===== src/rtl/zl_dvb_s_ts_derand_pkg.sv =====
// Shared constants, FSM encoding and the PRBS advance helper for the DVB-S
// TS derandomizer and its companion randomizer.
package zl_dvb_s_ts_derand_pkg;

    localparam int DATA_W      = 8;
    localparam int TS_PKT_LEN  = 188;
    localparam int TS_GRP_PKTS = 8;
    localparam int POS_W       = $clog2(TS_PKT_LEN);
    localparam int IDX_W       = $clog2(TS_GRP_PKTS);

    localparam logic [DATA_W-1:0] TS_SYNC     = 8'h47;
    localparam logic [DATA_W-1:0] TS_SYNC_INV = 8'hB8;
    localparam logic [14:0]       PRBS_INIT   = 15'h4A80;

    typedef enum logic [1:0] {
        ST_HUNT   = 2'd0,
        ST_VERIFY = 2'd1,
        ST_LOCKED = 2'd2
    } derand_state_t;

    typedef struct packed {
        logic [DATA_W-1:0] out;
        logic [14:0]       state;
    } prbs_adv_t;

    // State bit 14 is r1, bit 0 is r15; the first generated bit lands in the byte MSB.
    function automatic prbs_adv_t prbs_step8(input logic [14:0] s);
        prbs_adv_t  res;
        logic [14:0] r;
        logic        fb;
        r = s;
        res.out = '0;
        for (int i = DATA_W - 1; i >= 0; i--) begin
            fb         = r[1] ^ r[0];
            res.out[i] = fb;
            r          = {fb, r[14:1]};
        end
        res.state = r;
        return res;
    endfunction

endpackage


===== src/rtl/zl_dvb_s_ts_derand_if.sv =====
// Byte-stream bundle around the derandomizer: randomized input side and
// packet-aligned output side, each with its own req/ack handshake.
interface zl_dvb_s_ts_derand_if;
    import zl_dvb_s_ts_derand_pkg::*;

    logic [DATA_W-1:0] data_in;
    logic              data_in_req;
    logic              data_in_ack;
    logic [DATA_W-1:0] data_out;
    logic              data_out_sop;
    logic              data_out_req;
    logic              data_out_ack;

    modport master (
        output data_in, data_in_req, data_out_ack,
        input  data_in_ack, data_out, data_out_sop, data_out_req
    );

    modport slave (
        input  data_in, data_in_req, data_out_ack,
        output data_in_ack, data_out, data_out_sop, data_out_req
    );

endinterface


===== src/rtl/zl_dvb_s_prbs.sv =====
// 1+x^14+x^15 energy-dispersal generator: reload to the init word or advance
// eight steps; prbs_byte is the next eight output bits from the current state.
module zl_dvb_s_prbs
    import zl_dvb_s_ts_derand_pkg::*;
(
    input  logic              clk,
    input  logic              rst_n,
    input  logic              load,
    input  logic              step,
    output logic [DATA_W-1:0] prbs_byte
);

    logic [14:0] state_q;
    prbs_adv_t   adv;

    assign adv       = prbs_step8(state_q);
    assign prbs_byte = adv.out;

    always_ff @(posedge clk) begin
        if (!rst_n) begin
            state_q <= PRBS_INIT;
        end else if (load) begin
            state_q <= PRBS_INIT;
        end else if (step) begin
            state_q <= adv.state;
        end
    end

endmodule


===== src/rtl/zl_dvb_s_ts_derand.sv =====
// DVB-S receive derandomizer: group sync acquisition/tracking, PRBS removal,
// sync byte restoration and a single output register with req/ack flow control.
module zl_dvb_s_ts_derand
    import zl_dvb_s_ts_derand_pkg::*;
#(
    parameter int SYNC_LOCK_CNT   = 3,
    parameter int SYNC_UNLOCK_CNT = 4
) (
    input  logic                clk,
    input  logic                rst_n,
    zl_dvb_s_ts_derand_if.slave bus,
    output logic                lock
);

    localparam int HIT_W  = $clog2(SYNC_LOCK_CNT + 1);
    localparam int MISS_W = $clog2(SYNC_UNLOCK_CNT + 1);

    derand_state_t     state;
    logic [POS_W-1:0]  byte_pos;
    logic [IDX_W-1:0]  pkt_idx;
    logic [HIT_W-1:0]  hit_cnt;
    logic [MISS_W-1:0] miss_cnt;

    logic [DATA_W-1:0] data_p1;
    logic              sop_p1;
    logic              vld_p1;

    logic              in_fire;
    logic              out_fire;
    logic              at_sync;
    logic              grp_start;
    logic              sync_ok;
    logic              seed;
    logic              hit_last;
    logic              miss_last;
    logic              pos_last;
    logic              emit;
    logic              prbs_load;
    logic              prbs_step;
    logic [DATA_W-1:0] sync_exp;
    logic [DATA_W-1:0] prbs_byte;
    logic [DATA_W-1:0] emit_data;

    assign bus.data_in_ack  = rst_n & (~vld_p1 | bus.data_out_ack);
    assign in_fire          = bus.data_in_req & bus.data_in_ack;
    assign out_fire         = vld_p1 & bus.data_out_ack;

    assign at_sync   = (byte_pos == '0);
    assign grp_start = at_sync && (pkt_idx == '0);
    assign sync_exp  = grp_start ? TS_SYNC_INV : TS_SYNC;
    assign sync_ok   = (bus.data_in == sync_exp);
    assign seed      = (state == ST_HUNT) && (bus.data_in == TS_SYNC_INV);
    assign hit_last  = (hit_cnt == HIT_W'(SYNC_LOCK_CNT - 1));
    assign miss_last = (miss_cnt == MISS_W'(SYNC_UNLOCK_CNT - 1));
    assign pos_last  = (byte_pos == POS_W'(TS_PKT_LEN - 1));

    // PRBS phase follows the counters, not the sync verdict.
    assign prbs_load = in_fire && (seed || ((state != ST_HUNT) && grp_start));
    assign prbs_step = in_fire && (state != ST_HUNT) && !grp_start;

    zl_dvb_s_prbs u_prbs (
        .clk       (clk),
        .rst_n     (rst_n),
        .load      (prbs_load),
        .step      (prbs_step),
        .prbs_byte (prbs_byte)
    );

    always_comb begin
        emit = 1'b0;
        case (state)
            ST_VERIFY: emit = at_sync && sync_ok && hit_last;
            ST_LOCKED: emit = !(at_sync && !sync_ok && miss_last);
            default:   emit = 1'b0;
        endcase
    end

    assign emit_data = at_sync ? TS_SYNC : (bus.data_in ^ prbs_byte);

    always_ff @(posedge clk) begin
        if (!rst_n) begin
            state    <= ST_HUNT;
            byte_pos <= '0;
            pkt_idx  <= '0;
            hit_cnt  <= '0;
            miss_cnt <= '0;
            lock     <= 1'b0;
        end else if (in_fire) begin
            if (state != ST_HUNT) begin
                byte_pos <= pos_last ? '0 : byte_pos + 1'b1;
                if (pos_last) begin
                    pkt_idx <= (pkt_idx == IDX_W'(TS_GRP_PKTS - 1)) ? '0 : pkt_idx + 1'b1;
                end
            end
            case (state)
                ST_HUNT: begin
                    if (seed) begin
                        state    <= ST_VERIFY;
                        byte_pos <= POS_W'(1);
                        pkt_idx  <= '0;
                        hit_cnt  <= HIT_W'(1);
                    end
                end
                ST_VERIFY: begin
                    if (at_sync) begin
                        if (!sync_ok) begin
                            state <= ST_HUNT;
                        end else begin
                            hit_cnt <= hit_cnt + 1'b1;
                            if (hit_last) begin
                                state    <= ST_LOCKED;
                                miss_cnt <= '0;
                                lock     <= 1'b1;
                            end
                        end
                    end
                end
                ST_LOCKED: begin
                    if (at_sync) begin
                        if (sync_ok) begin
                            miss_cnt <= '0;
                        end else begin
                            miss_cnt <= miss_cnt + 1'b1;
                            if (miss_last) begin
                                state <= ST_HUNT;
                                lock  <= 1'b0;
                            end
                        end
                    end
                end
                default: begin
                    state <= ST_HUNT;
                    lock  <= 1'b0;
                end
            endcase
        end
    end

    // p1: output register, refilled only when empty or being drained
    always_ff @(posedge clk) begin
        if (!rst_n) begin
            vld_p1  <= 1'b0;
            data_p1 <= '0;
            sop_p1  <= 1'b0;
        end else begin
            if (out_fire) begin
                vld_p1 <= 1'b0;
            end
            if (in_fire && emit) begin
                vld_p1  <= 1'b1;
                data_p1 <= emit_data;
                sop_p1  <= at_sync;
            end
        end
    end

    assign bus.data_out     = data_p1;
    assign bus.data_out_sop = sop_p1;
    assign bus.data_out_req = vld_p1;

endmodule


===== src/flat_wrapper.sv =====
// flat-port wrapper written by rule: the top's interface ports become plain ports
module zl_dvb_s_ts_derand_flat import zl_dvb_s_ts_derand_pkg::*;
#(
    parameter int SYNC_LOCK_CNT   = 3,
    parameter int SYNC_UNLOCK_CNT = 4
)
  (clk, rst_n, lock, bus_data_in, bus_data_in_req, bus_data_out_ack, bus_data_in_ack, bus_data_out, bus_data_out_sop, bus_data_out_req);
  zl_dvb_s_ts_derand_if bus_i ();
  input  logic clk;
  input  logic rst_n;
  output logic lock;
  input wire logic [$bits(bus_i.data_in)-1:0] bus_data_in;
  input wire logic [$bits(bus_i.data_in_req)-1:0] bus_data_in_req;
  input wire logic [$bits(bus_i.data_out_ack)-1:0] bus_data_out_ack;
  output wire logic [$bits(bus_i.data_in_ack)-1:0] bus_data_in_ack;
  output wire logic [$bits(bus_i.data_out)-1:0] bus_data_out;
  output wire logic [$bits(bus_i.data_out_sop)-1:0] bus_data_out_sop;
  output wire logic [$bits(bus_i.data_out_req)-1:0] bus_data_out_req;
  assign bus_i.data_in = bus_data_in;
  assign bus_i.data_in_req = bus_data_in_req;
  assign bus_i.data_out_ack = bus_data_out_ack;
  assign bus_data_in_ack = bus_i.data_in_ack;
  assign bus_data_out = bus_i.data_out;
  assign bus_data_out_sop = bus_i.data_out_sop;
  assign bus_data_out_req = bus_i.data_out_req;
  zl_dvb_s_ts_derand #(.SYNC_LOCK_CNT(SYNC_LOCK_CNT), .SYNC_UNLOCK_CNT(SYNC_UNLOCK_CNT)) u_core (.clk(clk), .rst_n(rst_n), .bus(bus_i), .lock(lock));
endmodule

===== config.mk =====
export PLATFORM = sky130hd
export DESIGN_NAME = zl_dvb_s_ts_derand_flat
export DESIGN_NICKNAME = d
export VERILOG_FILES = /design/src/rtl/zl_dvb_s_ts_derand_pkg.sv /design/src/rtl/zl_dvb_s_ts_derand_if.sv /design/src/rtl/zl_dvb_s_prbs.sv /design/src/rtl/zl_dvb_s_ts_derand.sv /design/src/flat_wrapper.sv
export SDC_FILE = /design/constraint.sdc
export NUM_CORES = 1
export LEC_CHECK = 0
export CAP_MARGIN = 20
export CORE_ASPECT_RATIO = 0.6
export CORE_MARGIN = 2
export CORE_UTILIZATION = 48
export CTS_BUF_LIST = sky130_fd_sc_hd__clkbuf_16
export DETAILED_ROUTE_END_ITERATION = 8
export HOLD_SLACK_MARGIN = 0.12
export PLACE_DENSITY_LB_ADDON = 0.08
export SLEW_MARGIN = 20
export SYNTH_ARGS = -nofsm -noshare
export SYNTH_HDL_FRONTEND = slang
export SYNTH_SLANG_ARGS = --single-unit

===== constraint.sdc =====
create_clock -name clk -period 3.79 [get_ports clk]
set_input_delay 1.137 -clock clk [delete_from_list [all_inputs] [get_ports clk]]
set_output_delay 1.137 -clock clk [all_outputs]
set_load 0.02 [all_outputs]

# Word level (Yosys, flattened, before mapping)
# Index checks and enable logic that the tools add are counted.
totals:
  regBits: 44
  out_inout_bits: 12
classes:
  bitwise: 16
  n_eq_ne: 16
  reduce_logical: 27
  addsub: 4
  mux: 38
ops:
  columns: ["cell", "count"]
  rows:
  - ["two-way mux 8 bit", 6]
  - ["two-way mux 3 bit", 10]
  - ["two-way mux 2 bit", 9]
  - ["== test 8 bit, second input constant", 2]
  - ["inequality test 2 x 1 -> 1 bit, second input constant", 6]
  - ["logical AND 1 bit", 11]
  - ["adder 8 x 1 -> 8 bit, second input constant", 1]
  - ["== test 8 bit", 1]
  - ["logical NOT 8 bit", 1]
  - ["two-way mux 1 bit", 8]
  - ["AND reduction 8 bit", 1]
  - ["nonzero test 2 bit", 4]
  - ["XOR 1 bit", 8]
  - ["XOR 8 bit", 1]
  - ["AND reduction 7 bit", 1]
  - ["adder 3 x 1 -> 3 bit, second input constant", 2]
  - ["one-hot mux 2 bit (3 select lines)", 1]
  - ["one-hot mux 3 bit (2 select lines)", 1]
  - ["AND reduction 6 bit", 1]
  - ["AND reduction 5 bit", 1]
  - ["== test 2 bit, second input constant", 2]
  - ["one-hot mux 2 bit (2 select lines)", 1]
  - ["AND 1 bit", 3]
  - ["== test 3 x 2 -> 1 bit, second input constant", 1]
  - ["14 further kinds", 18]

# Logic depth before layout (Yosys ltp)
logic_depth:
  ltp_word: 11
  depth_mapped: 9
  depth_no_buf: 7

# Hierarchy
# Synthesis repeated with hierarchy kept, for this count alone.
hier_totals:
  hier_cells: 271
  area_unflattened_um2: 2394.8
modules_own_cells:
  columns: ["mod", "area_per_inst_um2", "n_inst", "seq_area_each_um2", "cells_each"]
  rows:
  - ["zl_dvb_s_ts_derand", 1719.1, 1, 580.6, 204]
  - ["zl_dvb_s_prbs", 675.6, 1, 300.3, 67]

# Worst setup path after synthesis
# OpenSTA, ideal clock, no wires.
synth_timing:
  path_type: "input to output"
  startpoint: "in rst_n"
  endpoint: "out bus_data_in_ack"
  n_path_buf: 2
  stages: 4
  arrival_time_ps: 1749
  path_slack_ps: 904
  path_cell_list: "buf_6 inv_1 buf_6 nor2_1"
synth_between:
  elab_chain_len: 1
synth_lines:
  columns: ["item", "line_no", "source"]
  rows:
  - ["start: declaration", "flat_wrapper.sv:10", "input logic rst_n;"]
  - ["AND 1 bit", "zl_dvb_s_ts_derand.sv:44", "assign bus.data_in_ack = rst_n & (~vld_p1 | bus.data_out_ack);"]
  - ["end: declaration", "flat_wrapper.sv:15", "output wire logic [$bits(bus_i.data_in_ack)-1:0] bus_data_in_ack;"]
# No other way between the ends.

# Worst setup path after layout
layout_timing:
  startpoint: "in bus_data_out_ack"
  endpoint: "out bus_data_in_ack"
layout_between:
  elab_chain_len: 2
layout_lines:
  columns: ["item", "line_no", "source"]
  rows:
  - ["start: declaration", "flat_wrapper.sv:14", "input wire logic [$bits(bus_i.data_out_ack)-1:0] bus_data_out_ack;"]
  - ["OR 1 bit", "zl_dvb_s_ts_derand.sv:44", null]
  - ["AND 1 bit", "zl_dvb_s_ts_derand.sv:44", null]
# No other way between the ends.

==> results.json <==
{
  "core_area_sq_um": 4640,
  "min_from": "u_core.bus.data_out[2]",
  "cts_buffers": 5,
  "drt_iter0_drc": 158,
  "slew_violations": 0,
  "synthCells": 269,
  "yosys.cell_count.top_type": "dfxtp_1",
  "drive_gt1_share_pct": 9.12,
  "grt_pass1_wl_um": 8860,
  "hold_path_class": "register to register",
  "p_leak_nw": 0.972,
  "grt_usage_pct": 21.1,
  "synth_top_area_share_pct": 37.5,
  "drv.max_cap_violation_count": 0,
  "dieArea_sq_um": 5490,
  "antenna_found_initial": 0,
  "netlist_top_cells_area": "dfxtp_1 38%, xnor2_1 7.1%, nand2_1 6.2%, ha_1 5.9%, a21oi_1 3.8%",
  "gp_congestion": 0.840,
  "final_core_util_pct": 60.6,
  "max_slew.worst_pin.slew_ns": 0.624,
  "die_w_um": 94.3,
  "grt_max_degree": 20,
  "skew_ns": 0.00463,
  "root_buffer": "clkbuf_16",
  "setup_viol": 0,
  "areaGrowthSynthToFinish_pct": 19.6,
  "num_io_pins": 24,
  "cts_resized": 0,
  "cts_sinks": 44,
  "critPathKind": "primary input to output pin",
  "path_clk_slew_ns": 0.06,
  "synthTopCellsByCount": "44 x dfxtp_1, 39 x nand2_1, 23 x nor2_1",
  "relSlewSlack_pct": 58.4,
  "routed_wl_um": 5370,
  "critical_path.max_fanout": 3,
  "seq_area_frac_synth_pct": 37.5,
  "antenna_left": 0,
  "synth_edf_count": 0,
  "endpoint_kind": "output pin",
  "via_per_inst": 5.48,
  "r2r-end": "u_core.bus.data_out_sop",
  "clock_latency_ns": 0.28,
  "drc": 0,
  "worst_ep_required_time_ns": 2.65,
  "r2r_setup_slack_ns": 1.53,
  "first_pass_iters": 4,
  "die_y_um": 58.2,
  "hold_end": "u_core.bus.data_out[2]",
  "cp-start-kind": "primary input",
  "syn_area_sq_um": 2350,
  "fin_tns_setup_ns": 0,
  "hold_viol": 0,
  "nets": 318,
  "ys.flop_type": "dfxtp_1",
  "min_path_cells": 2,
  "synth_seq_cells": 44,
  "rr_startpoint": "u_core.byte_pos[0]",
  "post_drt_wl_per_cell_um": 14.9,
  "dp_hpwl_um": 4000,
  "h-tree-depth": 2,
  "p_per_area_nw_per_um2": 353,
  "status": "complete, no violations",
  "cts_buffer_depth": 2,
  "cts_tree": "built",
  "critical_path_buf_inv_count": 2,
  "rsz0062_at_grt": "no",
  "fp-row-count": 19,
  "cts_hold_buf": 0,
  "postSynthAreaPerCell_sq_um": 8.73,
  "portBuffers": 23,
  "cp_common_cell": "clkdlybuf4s50_1",
  "reg2reg_depth": 7,
  "crit_family": "buffers and inverters",
  "ys_warn_count": 0,
  "initial_utilization_pct": 50.7,
  "post_dp_cell_area_sq_um": 2640,
  "slowest_stage": "clkdlybuf4s50_1",
  "min_period_over_period_pct": 94.0,
  "p_total_mw": 0.993,
  "ir_worst_vdd_mv": 0.170,
  "synth_top_cell_by_area": "dfxtp_1",
  "crit_arrival_ns": 2.42,
  "ys_async_sr_fraction_pct": 0,
  "antenna_cells": 0,
  "fmax_ghz": 0.281,
  "cpPeakStageDelay_ns": 0.63,
  "synth_nets": 292,
  "grt_pass1_vias": 1756,
  "post-cts-setup-buffers": 0,
  "vias": 1969,
  "grt_overflow": 0,
  "dp_cells": 351,
  "path_cells": "clkdlybuf4s50_1 > nor2b_1 > nor2_1 > clkdlybuf4s50_1",
  "fin_area_sq_um": 2810,
  "period_needed_ns": 3.56,
  "instances_no_fill": 359,
  "synth_cell_type_count": 51
}
-- worst max-delay path by stage --
stage | from | to | slack (ns) | cells after the start
after floorplan | rst_n | bus_data_in_ack | 0.90 | 4
after global placement | rst_n | bus_data_in_ack | 0.29 | 4
after detailed placement | bus_data_out_ack | bus_data_in_ack | 0.24 | 4
after CTS | bus_data_out_ack | bus_data_in_ack | 0.23 | 4
after global routing | rst_n | bus_data_in_ack | 0.17 | 4
final | bus_data_out_ack | bus_data_in_ack | 0.23 | 4
-- cells in the final DEF, fill, tap and decap left out, drive strengths merged, types with 3 or more instances in the layout --
master         netlist  final
clkbuf               3      5
nor4b                3      3
a211o                6      6
nand4                4      4
clkdlybuf4s50        0     23
mux2i                8      8
ha                  11     11
nand3                8      8
a221oi               3      3
nor2                23     23
xnor2               19     19
clkinv               1      3
a21oi               19     19
dfxtp               44     44
xor2                 3      3
inv                 17     17
nor4                 5      5
a211oi              10     10
nor3                 4      4
buf                  6      5
o21ai                7      7
nand2               40     40
-- where the power goes --
group	total [mW]	internal [mW]	leakage, nW	switching [mW]
clock network	0.487	0.310	0.0814	0.178
registers	0.463	0.462	0.354	0.000223
logic	0.0426	0.0197	0.536	0.0229
total	0.993	0.792	0.972	0.201
-- stage by stage --
| stage | setup WS [ns] | hold WS, ns |
|---|---|---|
| detailed placement | 0.240 | 0.447 |
| floorplan | 0.904 | 0.432 |
| global placement | 0.292 | 0.445 |
| finish | 0.228 | 0.456 |
| global route | 0.167 | 0.479 |
| CTS | 0.233 | 0.460 |
-- flip-flops by register name, indices dropped and copies added (netlist names) --
name	count
u_core.bus.data_out_sop	1
u_core.bus.data_out	8
u_core.pkt_idx	3
u_core.u_prbs.state_q	15
u_core.lock	1
u_core.state	2
u_core.bus.data_out_req	1
u_core.miss_cnt	3
u_core.byte_pos	8
u_core.hit_cnt	2
-- cell type report --
class	count	area (sq um)
clock buffer	5	125
clock inverter	3	42.5
fill	409	1830
inverter	18	67.6
multi-input combinational	198	1350
sequential	44	881
tap	63	78.8
timing repair buffer	28	268
-- tightest hold or removal path, stage by stage (launching register included) --
cell and delay (ns):
dfxtp_1 0.30, inv_1 0.04, a211oi_1 0.05
-- cell families after synthesis --
kind of cell,share of synthesized area [%]
simple gates,22.4
compound gates,17.3
flops,37.5
buf+inv,5.17
xor+xnor,8.20
fa+ha+maj,5.86
mux,3.57
-- routing by layer --
metal	part of all wire, %	track usage, %	vias to the layer above
met2	36	25.2	51
li1	-	-	1009
met5	0	0	-
met4	0.95	6.21	0
met3	6.9	5.46	5
met1	56	35.2	904
Power figures use the tool's default switching activity.
